==> src/rtl/ppm_encoder.sv <==
// 4-channel PPM frame generator. Command bytes are latched at frame start and
// serialised as separator-low / slot-high pulses on a microsecond timebase.
module ppm_encoder #(
  parameter int unsigned CLK_PER_US = 27,
  parameter int unsigned FRAME_US   = 22500,
  parameter int unsigned SEP_US     = 300,
  parameter int unsigned BASE_US    = 1000,
  parameter int unsigned STEP_US    = 4,
  parameter int unsigned MAX_VAL    = 250
) (
  input  logic       clock,
  input  logic       reset,
  input  logic       enable,
  input  logic [7:0] roll,
  input  logic [7:0] pitch,
  input  logic [7:0] throttle,
  input  logic [7:0] yaw,
  output logic       ppm_out,
  output logic       frame_start,
  output logic       busy
);

  localparam int unsigned PW = (CLK_PER_US > 1) ? $clog2(CLK_PER_US) : 1;

  typedef enum logic [1:0] {StIdle, StSep, StChan, StSync} state_e;

  state_e        state_q, state_d;
  logic [PW-1:0] presc_q, presc_d;
  logic [14:0]   us_cnt_q, us_cnt_d;
  logic [14:0]   frame_cnt_q, frame_cnt_d;
  logic [2:0]    ch_idx_q, ch_idx_d;
  logic [7:0]    val_q [4];
  logic [7:0]    val_d [4];
  logic          ppm_out_q, ppm_out_d;
  logic          frame_start_q, frame_start_d;
  logic          busy_q, busy_d;

  logic          us_tick;
  logic [7:0]    cur_val;
  logic [14:0]   clamp_val;
  logic [14:0]   slot_us;
  logic [14:0]   chan_last;
  logic          sep_last;
  logic          frame_last;
  logic          start;

  always_comb begin
    us_tick    = (state_q != StIdle) && (presc_q == PW'(CLK_PER_US - 1));
    cur_val    = val_q[ch_idx_q[1:0]];
    clamp_val  = (32'(cur_val) > MAX_VAL) ? 15'(MAX_VAL) : 15'(cur_val);
    slot_us    = 15'(BASE_US) + 15'(STEP_US) * clamp_val;
    // The separator is part of the slot, so the high phase is the remainder.
    chan_last  = slot_us - 15'(SEP_US) - 15'd1;
    sep_last   = (us_cnt_q == 15'(SEP_US - 1));
    frame_last = (frame_cnt_q == 15'(FRAME_US - 1));
    start      = enable &&
                 ((state_q == StIdle) || ((state_q == StSync) && us_tick && frame_last));
  end

  always_comb begin
    state_d     = state_q;
    presc_d     = presc_q;
    us_cnt_d    = us_cnt_q;
    frame_cnt_d = frame_cnt_q;
    ch_idx_d    = ch_idx_q;
    val_d       = val_q;

    if (state_q != StIdle) begin
      presc_d = us_tick ? '0 : presc_q + PW'(1);
    end
    if (us_tick) begin
      us_cnt_d    = us_cnt_q + 15'd1;
      frame_cnt_d = frame_cnt_q + 15'd1;
    end

    unique case (state_q)
      StSep: begin
        if (us_tick && sep_last) begin
          us_cnt_d = '0;
          state_d  = (ch_idx_q < 3'd4) ? StChan : StSync;
        end
      end
      StChan: begin
        if (us_tick && (us_cnt_q == chan_last)) begin
          us_cnt_d = '0;
          ch_idx_d = ch_idx_q + 3'd1;
          state_d  = StSep;
        end
      end
      StSync: begin
        if (us_tick && frame_last) begin
          state_d = StIdle;
        end
      end
      default: ;
    endcase

    // Frame start overrides everything, including the end of a previous frame.
    if (start) begin
      state_d     = StSep;
      val_d[0]    = roll;
      val_d[1]    = pitch;
      val_d[2]    = throttle;
      val_d[3]    = yaw;
      ch_idx_d    = '0;
      us_cnt_d    = '0;
      frame_cnt_d = '0;
      presc_d     = '0;
    end

    frame_start_d = start;
    ppm_out_d     = (state_d != StSep);
    busy_d        = (state_d != StIdle);
  end

  always_ff @(posedge clock or negedge reset) begin
    if (!reset) begin
      state_q       <= StIdle;
      presc_q       <= '0;
      us_cnt_q      <= '0;
      frame_cnt_q   <= '0;
      ch_idx_q      <= '0;
      for (int i = 0; i < 4; i++) begin
        val_q[i] <= 8'd116;
      end
      ppm_out_q     <= 1'b1;
      frame_start_q <= 1'b0;
      busy_q        <= 1'b0;
    end else begin
      state_q       <= state_d;
      presc_q       <= presc_d;
      us_cnt_q      <= us_cnt_d;
      frame_cnt_q   <= frame_cnt_d;
      ch_idx_q      <= ch_idx_d;
      val_q         <= val_d;
      ppm_out_q     <= ppm_out_d;
      frame_start_q <= frame_start_d;
      busy_q        <= busy_d;
    end
  end

  assign ppm_out     = ppm_out_q;
  assign frame_start = frame_start_q;
  assign busy        = busy_q;

endmodule

==> config.mk <==
export PLATFORM = sky130hd
export DESIGN_NAME = ppm_encoder
export DESIGN_NICKNAME = d
export VERILOG_FILES = /design/src/rtl/ppm_encoder.sv
export SDC_FILE = /design/constraint.sdc
export NUM_CORES = 1
export LEC_CHECK = 0
export CAP_MARGIN = 15
export CORE_MARGIN = 3
export CORE_UTILIZATION = 45
export CTS_CLUSTER_SIZE = 14
export DETAILED_ROUTE_END_ITERATION = 6
export GPL_ROUTABILITY_DRIVEN = 0
export PLACE_DENSITY = 0.67
export SYNTH_ARGS = -nofsm -noshare
export SYNTH_HDL_FRONTEND = slang
export SYNTH_SLANG_ARGS = --single-unit
==> constraint.sdc <==
create_clock -name clock -period 4 [get_ports clock]
set_input_delay 0.6 -clock clock [delete_from_list [all_inputs] [get_ports clock]]
set_output_delay 0.6 -clock clock [all_outputs]
set_load 0.02 [all_outputs]
==> results summary, run 1 <==
In this run, the number of DRC markers left after iteration 0 of detailed routing was 115. The detailed router placed 3073 vias in this run. After detailed routing, the average wire length per cell comes to 15.5 um. The data arrival time of the critical path came out at roughly 4200 ps. The number of fillers in the final layout came out at between 700 and 800.

The region available for standard cell placement spans roughly 0.0089 sq mm. For this run, the leading register cell type out of synthesis is dfrtp_1. For this run, the register share of the synthesized area comes to 45.0%. The count of buffer and inverter cells on the critical path came out at 2. The flip-flop and latch count after synthesis is 75.

The worst-case vdd ir drop is between 0.0003 and 0.0004 V. The count of buffers from port buffering came out at 37. Pin placement for this block handled 38 I/O pins. The final critical delay including setup and external delays is roughly 3900 ps.

The initialized floorplan defines 34 standard-cell rows. The final count of pins violating max slew is 0. Timing would allow up to 0.254 GHz. The flow ran to the end, and the final reports show no timing, DRC or antenna violations. The startpoint identified for the worst register-to-register timing path is ch_idx_q[0]. The final-stage net count came out at 483.

The final count of negative-setup-slack endpoints is 0. Summed over its instances, the top area cell type makes up 34.4% of the synthesized netlist area. The via count of the first global-routing pass came out at between 2000 and 3000.

Yosys mapped the design onto 64 distinct sky130hd cell types. The multi-input combinational cell area is 0.00225 sq mm. The maximum number of pins on one net before global-route repair came out at 76.

The number of sinks handled by clock tree synthesis is 75. The critical path required time is 4230 ps. The aggregate negative setup slack is 0 ps. The clock skew came out at 14.7 ps.

The worst setup path is captured at a flip-flop. STA classifies the critical path startpoint as a flip-flop. In this run the register-to-register setup slack is approximately 58 ps. The share of layout cells above drive strength 1 is 26.8%. Once detail routing completed, the nets flagged for antenna violations numbered 0.

Clock-pin slew was measured on the worst setup and hold paths at roughly 90 ps. Setup repair after global routing could not meet its margin everywhere. The number of warnings reported in the yosys synthesis log came out at 0. The CTS tree is yes. The share of synthesized registers carrying an async set or reset is 100%. From synthesis to final layout, the design area changed by 21.9%.

The cell family contributing the most delay on the critical path is compound AO/OA/AOI/OAI gates. The number of nets in the synthesized netlist is about 430. The critical path goes through buf_6, mux4_2, and3_4, a31oi_4, ha_2, inv_2, or4_4, o211ai_1, o211a_1, o311ai_2, a2111oi_4, a21boi_2, o32ai_2, nand2_1. In this run the worst hold path is classified as input port to async pin.

The number of antenna diodes in the final layout is 0. The number of instances in the synthesized netlist is 378. Max-cap violations in this run came to 0. The width of the die came out at around 100 um.

The critical-path maximum fanout came out at 5. The final hold slack is 381 ps. The final clock period utilization by the worst path is 98.5%. The root buffer cell chosen for the clock tree is clkbuf_8. The cell leakage power is 0.00211 uW.

In this run the power density over the cells is between 600 and 700 mW/mm^2. The largest individual stage delay along the critical path comes from the cell mux4_2. The highest cell delay on the worst timing path is 530 ps. By area the synthesized netlist is led by dfrtp_1, dfstp_2, mux2_2, xor2_1, mux4_2.

The number of endpoints with negative hold slack in the final report is 0. Headroom to the max-slew limit came out at around two fifths. The initial cell density of the core came out at 47.4%. After detailed routing, the total wire length is 8510 um. The endpoint identified for the worst register-to-register timing path is busy. The total stage count of the critical path came out at 14. The total global routing track utilization came out at roughly 17%.

In this run, CTS created clock tree buffers numbering 9. The mapped netlist covers 0.00421 sq mm. The initial antenna violation count is 0. The worst setup path is of the flip-flop to flip-flop kind. The number of detailed-route iterations in the first pass came out at 4. The die footprint came out at 0.0106 sq mm. The count of flip-flops with a built-in enable after synthesis is 0. The ratio of routed vias to standard cells is between 5 and 6. Of all cell types, the one taking the most synthesized area is dfrtp_1. The wire length of the first global-routing pass came out at 14400 um. The mean instance size in the synthesized netlist came out at approximately 11 sq um. For the pin with the worst max-slew slack, the measured transition is 915 ps. For the worst flop-to-flop path, the logic depth is 14. The footprint of the flip-flops and latches is 0.00190 sq mm. The count of H-tree levels built during CTS is 3. For this run the aggregate overflow at the end of global routing stands at 0. For the worst-skew pair, the clock arrives at the later sink with an insertion delay of 350 ps. Counting along the longest clock path gives a buffer depth of 2. In the routed design, unresolved DRC markers number 0. The floorplan step set the die height to 103 um. Detailed placement finished with a half-perimeter wire length of 6080 um.
## per-stage QoR
stage	power, uW	setup slack (ps)	cells	instance area (sq um)	utilization, %
4_1_cts	3200	7.94	544	5040	56.7
2_1_floorplan	2130	51.1	378	4230	-
3_3_place_gp	2520	104	528	4820	54.2
3_5_place_dp	2540	29.3	528	4820	54.2
5_1_grt	3470	-127	549	5130	57.8
6_report	3240	58.2	549	5130	57.8
## area by class of cell
cell class | count | area share [%]
Clock buffer | 10 | 2.49
Clock inverter | 6 | 1.75
Inverter | 11 | 0.804
Multi-Input combinational cell | 277 | 43.9
Sequential cell | 75 | 37.0
Tap cell | 108 | 2.63
Timing Repair Buffer | 62 | 11.5
## worst max-delay path by stage
stage	startpoint	end	slack, ps
after CTS	ch_idx_q[0]	us_cnt_q[8]	8
after global routing	ch_idx_q[0]	busy	-130
after floorplan	ch_idx_q[0]	us_cnt_q[7]	50
after global placement	ch_idx_q[0]	us_cnt_q[9]	100
final	ch_idx_q[0]	busy	60
after detailed placement	ch_idx_q[0]	us_cnt_q[8]	30
## per-layer routing
metal,up-vias,share of wire [%],GRT usage [%]
met3,10,3.9,3.52
met2,70,47,27.6
met4,0,1.4,5.48
met5,-,0,0
li1,1479,-,-
met1,1514,48,24.0
## cell usage in the layout, fill, tap and decap left out, types with 2 or more instances in the layout
master and instances:
ha_1 11, nor2b_1 4, o31ai_2 2, o211ai_1 2, a21o_1 2, clkdlybuf4s50_1 36
buf_4 22, and4_1 3, or4_1 2, clkbuf_8 9, o32ai_1 3, nand3_1 16
buf_6 2, and2_1 2, mux2i_1 4, nand3b_1 3, o21ai_0 2, dfrtp_1 58
inv_1 10, nand4_1 12, and3_1 5, mux4_2 8, bufinv_16 2, nor3_1 5
dfstp_2 17, a21oi_1 2, nand2_1 24, mux2_2 33, nand2b_1 2, xnor2_1 19
nor3b_1 3, nor4bb_1 2, nor2_1 43, o31ai_1 2, nor4_1 3, xor2_1 22
buf_12 2
## where the power goes
group          switching [uW]  leakage [uW]  internal [uW]
clock                     291      0.000107            354
sequential                126      0.000943           1020
combinational             706       0.00106            744
total                    1120       0.00211           2120
## cell usage after synthesis (all sizes together) (4+ instances only)
library cell	instances
dfstp	17
nor3b	4
nand4	12
o32ai	4
xnor2	19
mux2i	4
mux4	8
dfrtp	58
o31ai	4
nor2	43
inv	11
xor2	22
ha	12
mux2	33
and3	6
nor2b	5
nand3	17
buf	7
nand2	24
clkbuf	8
nor3	5
nor4	4
## state kept, by name, summed over array words and instances, names as in the netlist, 2 cells and up
register and count:
val_q 32, state_q 2, us_cnt_q 15, ch_idx_q 3, frame_cnt_q 15, presc_q 5
## timing repair
| item | 4_1_cts | 5_1_grt |
|---|---|---|
| setup buffers | 0 | 5 |
| gates resized for setup | 0 | 8 |
| hold buffers | 0 | 0 |
| endpoints found under the setup margin | 0 | 22 |
## kinds of logic after synthesis
| logic type | share of synthesized area (%) |
|---|---|
| simple gates | 17.5 |
| flops | 45.0 |
| mux | 14.0 |
| xor+xnor | 9.06 |
| compound gates | 8.14 |
| buf+inv | 2.70 |
| fa+ha+maj | 3.56 |
No activity file was read; power rests on OpenSTA's default activity.
==> run 2, diff against run 1 <==
--- a/config.mk
+++ b/config.mk
@@ -6,7 +6,6 @@
 export NUM_CORES = 1
 export LEC_CHECK = 0
 export CAP_MARGIN = 15
-export CORE_MARGIN = 3
 export CORE_UTILIZATION = 45
 export CTS_CLUSTER_SIZE = 14
 export DETAILED_ROUTE_END_ITERATION = 6
==> run 2 against run 1 <==
Compared with the run above:
- the run now ends with DRC left
- routed wire length is 1.9% higher
- utilization increased by 0.098 points
- largest cell class unchanged
- non-clock buffer count fell by 2
- critical path type unchanged
- power is 2.4% higher
==> results summary, run 2 (synthesis results as in run 1) <==
The run finished, with violations left. The checks that failed: DRC. Among all stages on the critical path, the largest delay is contributed by mux4_2. The min-delay analysis places its worst path in the category input port to async pin. The actual transition at the worst max-transition pin came to 921 ps (+5.69 ps). The die boundary height is 98.8 um (-3.9%). The final antenna diode count is 0 (unchanged). The source-to-sink clock delay at the later pin of the worst-skew pair came out at 360 ps (about the same). Setup repair after global routing could not meet its margin everywhere. The highest cell delay on the worst timing path came out at 570 ps (+40 ps). The initial antenna violation count is 0 (unchanged). The final clock period utilization by the worst path came out at 97.0% (-1.6 points). The setup slack of the critical path after layout came out at 121 ps (+62.4 ps). The width of the die is 98.8 um (-3.9%). The CTS tree is yes. The count of H-tree levels built during CTS is 3 (unchanged).

The critical path required time came to 4230 ps (about the same). The core area is 0.00889 sq mm (unchanged). The largest registers in the layout are val_q x32, frame_cnt_q x15, us_cnt_q x15.

The critical path endpoint category is a flip-flop. The final count of negative-setup-slack endpoints came out at 0 (unchanged). The clock skew is 15.5 ps (+0.798 ps). The highest attainable clock frequency was 0.258 GHz (+1.6%). The total number of placement rows is 34 (unchanged). The number of vias after detailed routing came out at 3081 (+0.26%). The ratio of total power to cell area is 646 mW/mm^2 (+2.2%).

The final-stage net count came to 481 (-0.41%). The data arrival time of the critical path came out at 4110 ps (-60 ps). On the critical path the largest part of the delay comes from compound AO/OA/AOI/OAI gates. The critical-path maximum fanout is 7 (+2). The clock tree root driver cell is clkbuf_8. The die footprint is 0.00976 sq mm (-7.6%).

The final critical delay including setup and external delays came out at 3880 ps (-62.4 ps). The number of flip-flops in the largest register was 32 (unchanged). The count of max-cap constraint violations is 0 (unchanged). The via count of the first global-routing pass is 3114 (+5.2%). The total half-perimeter wirelength after legalization and detailed placement is 5980 um (-1.7%). The number of buffers created by CTS came to 9 (unchanged). The first-iteration detailed-routing DRC count is 244 (+110%).

The maximum number of pins on one net before global-route repair came out at 76 (unchanged). The ratio of routed vias to standard cells is 5.63 (+0.63%). The category of the critical setup timing path is flip-flop to flip-flop. The share of layout cells above drive strength 1 came out at 27.1% (+0.35 points).

In the layout the commonest cells are dfrtp_1, nor2_1, clkdlybuf4s50_1. The CTS clock-pin slew for the worst setup and hold paths is 90 ps (about the same). The sum of routed wire length over all layers is 8670 um (+1.9%). The path depth of the worst reg2reg path is 13 (-1).

The number of detailed-route iterations in the first pass is 7 (+3). The number of buffers added to fix hold violations after cts is 0 (unchanged). The number of endpoints with negative hold slack in the final report came out at 0 (unchanged). The worst setup path is launched from a flip-flop.

The deepest clock path buffer count came out at 2 (unchanged). The area growth from synthesis to final layout came out at 22.1%. The tightest slew margin relative to the limit is 38.6% (-0.38 points). The total global routing track utilization is 19.2% (+1.9 points). The cell leakage power is 0.00210 uW (-0.48%). The total grt overflow came to 0 (unchanged).

The count of buffers from port buffering is 37 (unchanged). The total stage count of the critical path was 13 (-1). The number of fillers in the final layout is 732 (-3.8%). The count of buffer and inverter cells on the critical path is 2 (unchanged). The final hold slack is 378 ps (-3.22 ps). The wire length of the first global-routing pass came to 14900 um (+3.4%). The initial cell density of the core came out at 47.4% (unchanged). The routed wire length per instance came out at 15.8 um (+2.2%). The library cell used most frequently in the layout, excluding fill and tap cells, is dfrtp_1. The worst-case vdd ir drop is 0.000359 V (+12%). The number of top-level pins came to 38 (unchanged). More flip-flops sit in one register than any other, and that register is val_q. Traced cell by cell, the critical path runs through mux4_2, and3_1, a31oi_4, ha_4, inv_2, or4_4, o211ai_1, o211a_1, o311ai_2, a2111oi_4, buf_4, nand4_1, mux2_2. The post-route antenna net violation count is 0 (unchanged).

The pre-CTS setup slack came to -71.4 ps (-101 ps). The final count of pins violating max slew is 0 (unchanged). The number of DRC violations after detailed routing was 2 (+2). The number of sinks handled by clock tree synthesis came to 75 (unchanged).
-- run 2: metrics by stage --
step	std cells	setup TNS, ps	utilization, %	area, sq um	power, uW
floorplan	378	0	-	4230	2130
global placement	525	-88.9	54.0	4800	2500
detailed placement	525	-1040	54.0	4800	2530
CTS	542	0	56.8	5050	3240
global route	547	-75.2	57.9	5140	3530
finish	547	0	57.9	5140	3320
-- run 2: path summary, 6_finish.rpt --
check,from,endpoint,slack [ps]
worst min-delay path,reset,us_cnt_q[6],380
worst max register to register,ch_idx_q[0],ch_idx_q[2],120
worst max-delay path,ch_idx_q[0],ch_idx_q[2],120
max in group asynchronous,reset,ch_idx_q[1],2970
worst min register to register,val_q[16],val_q[16],510
min in group clock,val_q[16],val_q[16],510
-- run 2: routing by layer --
layer	vias to the layer above	share of wire, %	track usage, %
met5	-	0	0
met4	0	1.4	7.00
met3	12	3.3	4.18
met2	68	47	29.9
met1	1522	49	26.5
li1	1479	-	-
-- run 2: cell type report --
| cell class | instances | area (sq um) | area share (%) |
|---|---|---|---|
| multi-input cells | 277 | 2270 | 44.2 |
| flip-flops and latches | 75 | 1900 | 36.9 |
| repair buffers | 60 | 569 | 11.1 |
| well taps | 108 | 135 | 2.63 |
| clock buffers | 9 | 124 | 2.41 |
| clock inverters | 7 | 98.8 | 1.92 |
| inverters | 11 | 41.3 | 0.803 |
-- run 2: what timing repair did --
item,CTS,global route
setup buffers,1,5
resized for setup,2,9
setup endpoints to repair,21,22
hold endpoints to repair,0,0
pin swaps,1,6
-- run 2: power by group --
part           total, uW  leakage, uW  internal [uW]  switching [uW]
Combinational       1510      0.00105            771             741
Clock                668     0.000110            356             312
Sequential          1140     0.000940           1020             117
-- run 2: worst register-to-register path, cell delays in order (launching register included) --
cell and delay [ps]:
dfrtp_2 490, mux4_2 570, and3_1 250, a31oi_4 200
ha_4 180, inv_2 70, or4_4 520, o211ai_1 190
o211a_1 180, o311ai_2 130, a2111oi_4 420, buf_4 190
nand4_1 100, mux2_2 280
